==> src/rtl/timer_prescaler.sv <==
// Timer clock-source select and prescaler: one of four slow asynchronous sources is
// synchronised into sys_clk, and its rising edges are counted into a tick every M edges.
module timer_prescaler #(
    parameter int SYNC_STAGES = 2
) (
    input  logic        sys_clk,
    input  logic        sys_rst,
    input  logic        en,
    input  logic        cfg_load,
    input  logic [1:0]  cfg_ssel,
    input  logic [3:0]  cfg_dsel,
    input  logic [3:0]  clk_src,
    output logic [1:0]  ssel,
    output logic [3:0]  dsel,
    output logic        tick,
    output logic        div_out,
    output logic [14:0] pre_cnt
);

    localparam int MASK_W = $clog2(SYNC_STAGES + 2);
    localparam logic [MASK_W-1:0] MASK_LOAD = MASK_W'(SYNC_STAGES + 1);

    logic [1:0]             r_ssel;
    logic [3:0]             r_dsel;
    logic                   r_tick;
    logic                   r_div;
    logic [14:0]            r_pre_cnt;
    logic [SYNC_STAGES-1:0] r_sync;
    logic                   r_se;
    logic [MASK_W-1:0]      r_mask_cnt;

    logic        w_src;
    logic        w_mask;
    logic        w_edge;
    logic [3:0]  w_shamt;
    logic [14:0] w_term;
    logic        w_at_term;

    assign w_src  = clk_src[r_ssel];
    assign w_mask = |r_mask_cnt;
    assign w_edge = r_sync[SYNC_STAGES-1] & ~r_se & en & ~w_mask;

    // M = 2^shamt: A contributes 8, B contributes 1, C contributes 2*dsel[1:0]
    assign w_shamt   = {r_dsel[3], 3'b000} + {3'b000, r_dsel[2]} + {1'b0, r_dsel[1:0], 1'b0};
    assign w_term    = 15'((16'd1 << w_shamt) - 16'd1);
    assign w_at_term = (r_pre_cnt == w_term);

    always_ff @(posedge sys_clk or posedge sys_rst) begin
        if (sys_rst) begin
            r_sync <= '0;
            r_se   <= 1'b0;
        end else begin
            if (SYNC_STAGES > 1)
                r_sync <= {r_sync[SYNC_STAGES-2:0], w_src};
            else
                r_sync[0] <= w_src;
            r_se <= r_sync[SYNC_STAGES-1];
        end
    end

    // Blank edge detection until the pipeline holds only samples of the new source.
    always_ff @(posedge sys_clk or posedge sys_rst) begin
        if (sys_rst)
            r_mask_cnt <= '0;
        else if (cfg_load)
            r_mask_cnt <= MASK_LOAD;
        else if (w_mask)
            r_mask_cnt <= r_mask_cnt - 1'b1;
    end

    always_ff @(posedge sys_clk or posedge sys_rst) begin
        if (sys_rst) begin
            r_ssel <= 2'd0;
            r_dsel <= 4'd0;
        end else if (cfg_load) begin
            r_ssel <= cfg_ssel;
            r_dsel <= cfg_dsel;
        end
    end

    always_ff @(posedge sys_clk or posedge sys_rst) begin
        if (sys_rst) begin
            r_pre_cnt <= 15'd0;
            r_tick    <= 1'b0;
            r_div     <= 1'b0;
        end else if (!en) begin
            r_pre_cnt <= 15'd0;
            r_tick    <= 1'b0;
            r_div     <= 1'b0;
        end else if (cfg_load) begin
            r_pre_cnt <= 15'd0;
            r_tick    <= 1'b0;
        end else if (w_edge) begin
            if (w_at_term) begin
                r_pre_cnt <= 15'd0;
                r_tick    <= 1'b1;
                r_div     <= ~r_div;
            end else begin
                r_pre_cnt <= r_pre_cnt + 15'd1;
                r_tick    <= 1'b0;
            end
        end else begin
            r_tick <= 1'b0;
        end
    end

    assign ssel    = r_ssel;
    assign dsel    = r_dsel;
    assign tick    = r_tick;
    assign div_out = r_div;
    assign pre_cnt = r_pre_cnt;

endmodule

==> config.mk <==
export PLATFORM = sky130hd
export DESIGN_NAME = timer_prescaler
export DESIGN_NICKNAME = d
export VERILOG_FILES = /design/src/rtl/timer_prescaler.sv
export SDC_FILE = /design/constraint.sdc
export NUM_CORES = 1
export LEC_CHECK = 0
export ABC_CLOCK_PERIOD_IN_PS = 4000
export CORE_MARGIN = 2
export CORE_UTILIZATION = 52
export DETAILED_ROUTE_END_ITERATION = 8
export GPL_ROUTABILITY_DRIVEN = 0
export PLACE_DENSITY = 0.79
export SYNTH_ARGS = -nofsm -noshare
export SYNTH_HDL_FRONTEND = slang
export SYNTH_SLANG_ARGS = --single-unit
==> constraint.sdc <==
create_clock -name sys_clk -period 4 [get_ports sys_clk]
set_input_delay 0.6 -clock sys_clk [delete_from_list [all_inputs] [get_ports sys_clk]]
set_output_delay 0.6 -clock sys_clk [all_outputs]
set_load 0.02 [all_outputs]
==> flow_summary.ini, run 1 <==
[layout]
final_cell_mix = clkdlybuf4s50_1, nand2_1, dfrtp_1
fin_nets = 283
stdcell_area_mm2 = 0.002406
layout-drive-gt1-share = 0.07197
n_fill_cell = 330
antenna_cells = 0
area_growth_pct = 19.74
finalNonFillerCells = 312
layout_commonest_cell = clkdlybuf4s50_1

[floorplan]
rows = 22
dieHeight_um = 66.17
start_util = 0.5448
io_pins = 37
die_w_um = 66.17
die_area_mm2 = 0.004378
core_area_mm2 = 0.003689

[global_routing]
gr-total-overflow = 0
grt_max_degree = 30
antenna_found_initial = 0
grt_pass1_wl_mm = 8.404
grt_pass1_vias = 1749
grt_usage = 0.2440

[sta]
fin_tns_setup_ns = 0
hold_ws_ns = 0.3714
finalSetupViolCount = 0
slew_viol_final = 0
hold_viol = 0
period_share = 0.8717
max_freq_ghz = 0.2868
period_minus_slack_ns = 3.487
slew-limit-headroom = 0.2974
rsz0062_at_grt = false
skew_ns = 0.007061
worstMarginPinSlew_ns = 1.053

[synthesis]
synth_xor_area_frac = 0.03051
synth-compound-area-share = 0.1476
synth-edff-count = 0
yosysWarnings = 0
synth_mux_area_frac = 0.05417
synth-adder-area-share = 0.01868
ys_ff_latch = 28
synthTopCellsByArea = dfrtp_1, nand2_1, nand3_1, o21ai_0, and3_1
syn_nets = 259
synthArstFlopShare = 1.000
netlist_area_mm2 = 0.002009
synth-simple-area-share = 0.3437
syn_inst = 242
yosysSeqAreaShare = 0.3487
synth_top_area_share = 0.3487
ys_types = 51
synth.avg_cell_area_um2 = 8.303
synth_area_leader_cell = dfrtp_1
synth_top_family_by_area = simple AND/OR/NAND/NOR gates
ys.flop_type = dfrtp_1

[critical_path]
cp-start-kind = register
cpPeakStageDelay_ns = 0.59
cp_slowest_cell = or4_1
cp.arrival_ns = 3.69
cpLargestDelayFamily = simple AND/OR/NAND/NOR gates
crit_type = reg2reg
path_buf_inv = 0
reg2reg_slack_ns = 0.51
setup.worst_path.end_class = register
cp_data_required_time_ns = 4.20
path_cells = or4_1 > ha_1 > or4bb_1 > a21oi_1 > or4_1 > and4_1 > nand4_4 > or4_1 > a21boi_1
cp_max_fo = 18
critPathMostFrequentCell = or4_1

[clock_tree]
postCtsSetupRepairBufs = 0
cts_tree = done
cts_hold_buf = 0
cts-root-buf = clkbuf_8
cts_max_path_buffers = 2
ctsResizeCount = 0
clkTransAtPathRegs_ns = 0.09
clock_latency_ns = 0.27
numCtsBuffers = 3
cts_sinks = 28
h-tree-depth = 1

[routing]
wl_per_cell_um = 15.12
dr.pass1.iters = 4
vias = 1903
antenna_left = 0
routed_wl_mm = 4.717
drtIter0Drc = 201
drc = 0
viasPerCell = 6.099

[power]
ir_drop_v = 0.0001671
power_leakage_nw = 0.9890
powerDensity_mw_per_mm2 = 253.7

[placement]
place_area_mm2 = 0.002365
dp_hpwl_mm = 3.264
dp.cells = 309
io_buffer_count = 36

[min_path]
hold_path_class = reg2reg

[outcome]
outcome = finished, final reports clean

[run]
maxCapViolCount = 0
-- cells by family (layout without fill, tap and decap cells) --
group,after synthesis,in the layout
compound gates,48,48
mux,9,9
flops,28,28
fa+ha+maj,3,3
buf+inv,26,48
simple gates,121,121
xor+xnor,7,7
-- synthesized netlist by cell type, types with 2 or more instances --
cell type  instances
nand2_1           30
dfrtp_1           28
nand3_1           22
o21ai_0           22
clkbuf_1          14
and3_1            12
nor2_1            12
a21oi_1            9
nor4_1             9
inv_1              5
mux2_2             5
nand2b_1           5
or3_1              5
or4_1              5
buf_2              4
xor2_1             4
ha_1               3
mux2i_1            3
nor4b_1            3
or2_2              3
xnor2_1            3
a21boi_0           2
nor2b_1            2
nor3_1             2
nor3b_1            2
o21a_1             2
o31ai_1            2
-- metal layers --
layer | vias to the layer above | wire length [µm] | global-route usage
met4 | 0 | 40 | 0.04592
met2 | 50 | 2240 | 0.3925
met3 | 5 | 208 | 0.02215
met1 | 923 | 2227 | 0.3598
met5 | - | 0 | 0
li1 | 925 | - | -
-- final timing paths --
| check | start | to | depth (start not counted) |
|---|---|---|---|
| worst max-delay path | dsel[0]$_DFFE_PP0P_ | div_out$_DFFE_PP0P_ | 9 |
| max in group asynchronous | sys_rst | pre_cnt[2]$_DFFE_PP0P_ | 2 |
| worst min-delay path | r_sync[0]$_DFF_PP0_ | r_sync[1]$_DFF_PP0_ | 0 |
| worst min register to register | r_sync[0]$_DFF_PP0_ | r_sync[1]$_DFF_PP0_ | 0 |
| min in group asynchronous | sys_rst | ssel[1]$_DFFE_PP0P_ | 2 |
| worst max register to register | dsel[0]$_DFFE_PP0P_ | div_out$_DFFE_PP0P_ | 9 |
-- state kept, by name (all words and copies together), names as in the netlist --
register,flops
tick,1
pre_cnt,15
div_out,1
r_sync,2
r_mask_cnt,2
r_se,1
dsel,4
ssel,2
-- layout make-up --
cell class	instances	area (µm²)	share of cell area
clock buffer	3	41.29	0.01716
inverter	5	18.77	0.007800
multi-input combinational	188	1195	0.4966
sequential	28	700.7	0.2912
tap	48	60.06	0.02496
timing repair buffer	40	390.4	0.1622
-- metrics by stage --
stage | worst slack (ns) | total power (W) | utilization
floorplan | 0.5810 | 0.0004217 | -
global placement | 0.6647 | 0.0004633 | 0.6411
detailed placement | 0.5776 | 0.0004658 | 0.6411
CTS | 0.5391 | 0.0006158 | 0.6523
global route | 0.2955 | 0.0006498 | 0.6523
finish | 0.5131 | 0.0006105 | 0.6523
-- report_power, final --
group          leakage, nW  switching (W)  internal (W)  total [W]
combinational        0.604      0.0000771     0.0000690   0.000146
clock               0.0216      0.0000824     0.0000676   0.000150
sequential           0.364      0.0000167      0.000298   0.000314
total                0.989       0.000176      0.000434   0.000611
Note: power is estimated with default switching activity, not from simulation.
==> run 2: changes to the inputs <==
SLEW_MARGIN = 0   (was unset)
==> results of run 2 <==
Same layout as run 1: the final DEF is identical, and so are final timing and power.
==> run 3: changes to the inputs <==
PLACE_DENSITY = unset   (was 0.79)
PLACE_DENSITY_LB_ADDON = 0.3   (was unset)
SLEW_MARGIN = 25   (was 0)
==> flow_summary.ini, run 3 (synthesis gave the netlist of run 1 again) <==
[clock_tree]
h-tree-depth = 1
cts_max_path_buffers = 2
clock_latency_ns = 0.27
cts_sinks = 28
cts_tree = done
postCtsSetupRepairBufs = 0
clkTransAtPathRegs_ns = 0.09
ctsResizeCount = 0
cts-root-buf = clkbuf_8
cts_hold_buf = 0
numCtsBuffers = 3

[floorplan]
dieHeight_um = 66.17
start_util = 0.5448
io_pins = 37
die_area_mm2 = 0.004378
die_w_um = 66.17
rows = 22
core_area_mm2 = 0.003689

[placement]
io_buffer_count = 36
dp_hpwl_mm = 3.245

[critical_path]
cp_data_required_time_ns = 4.21
crit_type = reg2reg
cp.arrival_ns = 3.66
cp-start-kind = register
setup.worst_path.end_class = register
cp_max_fo = 18

[power]
power_leakage_nw = 0.9951
powerDensity_mw_per_mm2 = 261.9
ir_drop_v = 0.0001847

[global_routing]
grt_pass1_vias = 1629
gr-total-overflow = 0
grt_max_degree = 30
antenna_found_initial = 0
grt_pass1_wl_mm = 7.762
grt_usage = 0.2318

[sta]
hold_ws_ns = 0.3642
hold_viol = 0
worstMarginPinSlew_ns = 0.6022
max_freq_ghz = 0.2897
rsz0062_at_grt = false
finalSetupViolCount = 0
fin_tns_setup_ns = 0
slew-limit-headroom = 0.5986
slew_viol_final = 0
period_minus_slack_ns = 3.452
skew_ns = 0.001997
period_share = 0.8631

[layout]
layout_commonest_cell = clkdlybuf4s50_1
multiInputGateArea_mm2 = 0.001195
fin_nets = 283
area_growth_pct = 20.42
final_cell_mix = clkdlybuf4s50_1, nand2_1, dfrtp_1
largest_reg_flops = 15
antenna_cells = 0
layout-drive-gt1-share = 0.07925
n_fill_cell = 308
register_area_um2 = 700.7

[routing]
viasPerCell = 5.907
drc = 0
antenna_left = 0
drtIter0Drc = 188
dr.pass1.iters = 4
routed_wl_mm = 4.610
wl_per_cell_um = 14.73
vias = 1849

[run]
maxCapViolCount = 0

[outcome]
outcome = finished, final reports clean

[min_path]
hold_path_class = reg2reg
-- run 3: cell type report --
| type | instances | share of cell area |
|---|---|---|
| Multi-Input combinational cell | 188 | 0.4938 |
| Clock buffer | 4 | 0.02275 |
| Inverter | 5 | 0.007756 |
| Sequential cell | 28 | 0.2896 |
| Tap cell | 48 | 0.02482 |
| Timing Repair Buffer | 40 | 0.1613 |
-- run 3: worst paths after layout --
kind	cells past startpoint	endpoint	from	slack (ns)
worst max register to register	9	div_out$_DFFE_PP0P_	dsel[0]$_DFFE_PP0P_	0.55
min in group asynchronous	2	r_mask_cnt[1]$_DFFE_PP0P_	sys_rst	0.70
worst min register to register	0	r_sync[1]$_DFF_PP0_	r_sync[0]$_DFF_PP0_	0.36
max in group asynchronous	2	pre_cnt[4]$_DFFE_PP0P_	sys_rst	2.92
worst min-delay path	0	r_sync[1]$_DFF_PP0_	r_sync[0]$_DFF_PP0_	0.36
worst max-delay path	9	div_out$_DFFE_PP0P_	dsel[0]$_DFFE_PP0P_	0.55
-- run 3: report_power, final --
part | switching [W] | leakage [nW] | internal, W
Combinational | 0.0000756 | 0.603 | 0.0000690
Clock | 0.0000862 | 0.0288 | 0.0000882
Sequential | 0.0000170 | 0.364 | 0.000298
-- run 3: metal layers --
layer	global-route usage	vias to the layer above	routed length, µm
met2	0.3525	47	2141
met4	0.07398	0	51
li1	-	927	-
met3	0.03237	4	231
met1	0.3403	871	2185
met5	0	-	0
-- run 3: through the flow --
stage          instances  area, µm²  power (W)  utilization  setup slack [ns]
6_report             313       2420  0.0006337       0.6560            0.5477
3_5_place_dp         309       2365  0.0004654       0.6411            0.5716
3_3_place_gp         309       2365  0.0004618       0.6411            0.6779
4_1_cts              313       2420  0.0006414       0.6560            0.5759
5_1_grt              313       2420  0.0006694       0.6560            0.3172
2_1_floorplan        242       2009  0.0004217            -            0.5810
-- run 3: critical path, stage by stage, from the launching register on --
cell and delay, ns:
dfrtp_1 0.53, or4_1 0.58, ha_1 0.39, or4bb_1 0.55, a21oi_1 0.13, or4_1 0.11, and4_1 0.22, nand4_4 0.25
or4_1 0.47, a21boi_1 0.16
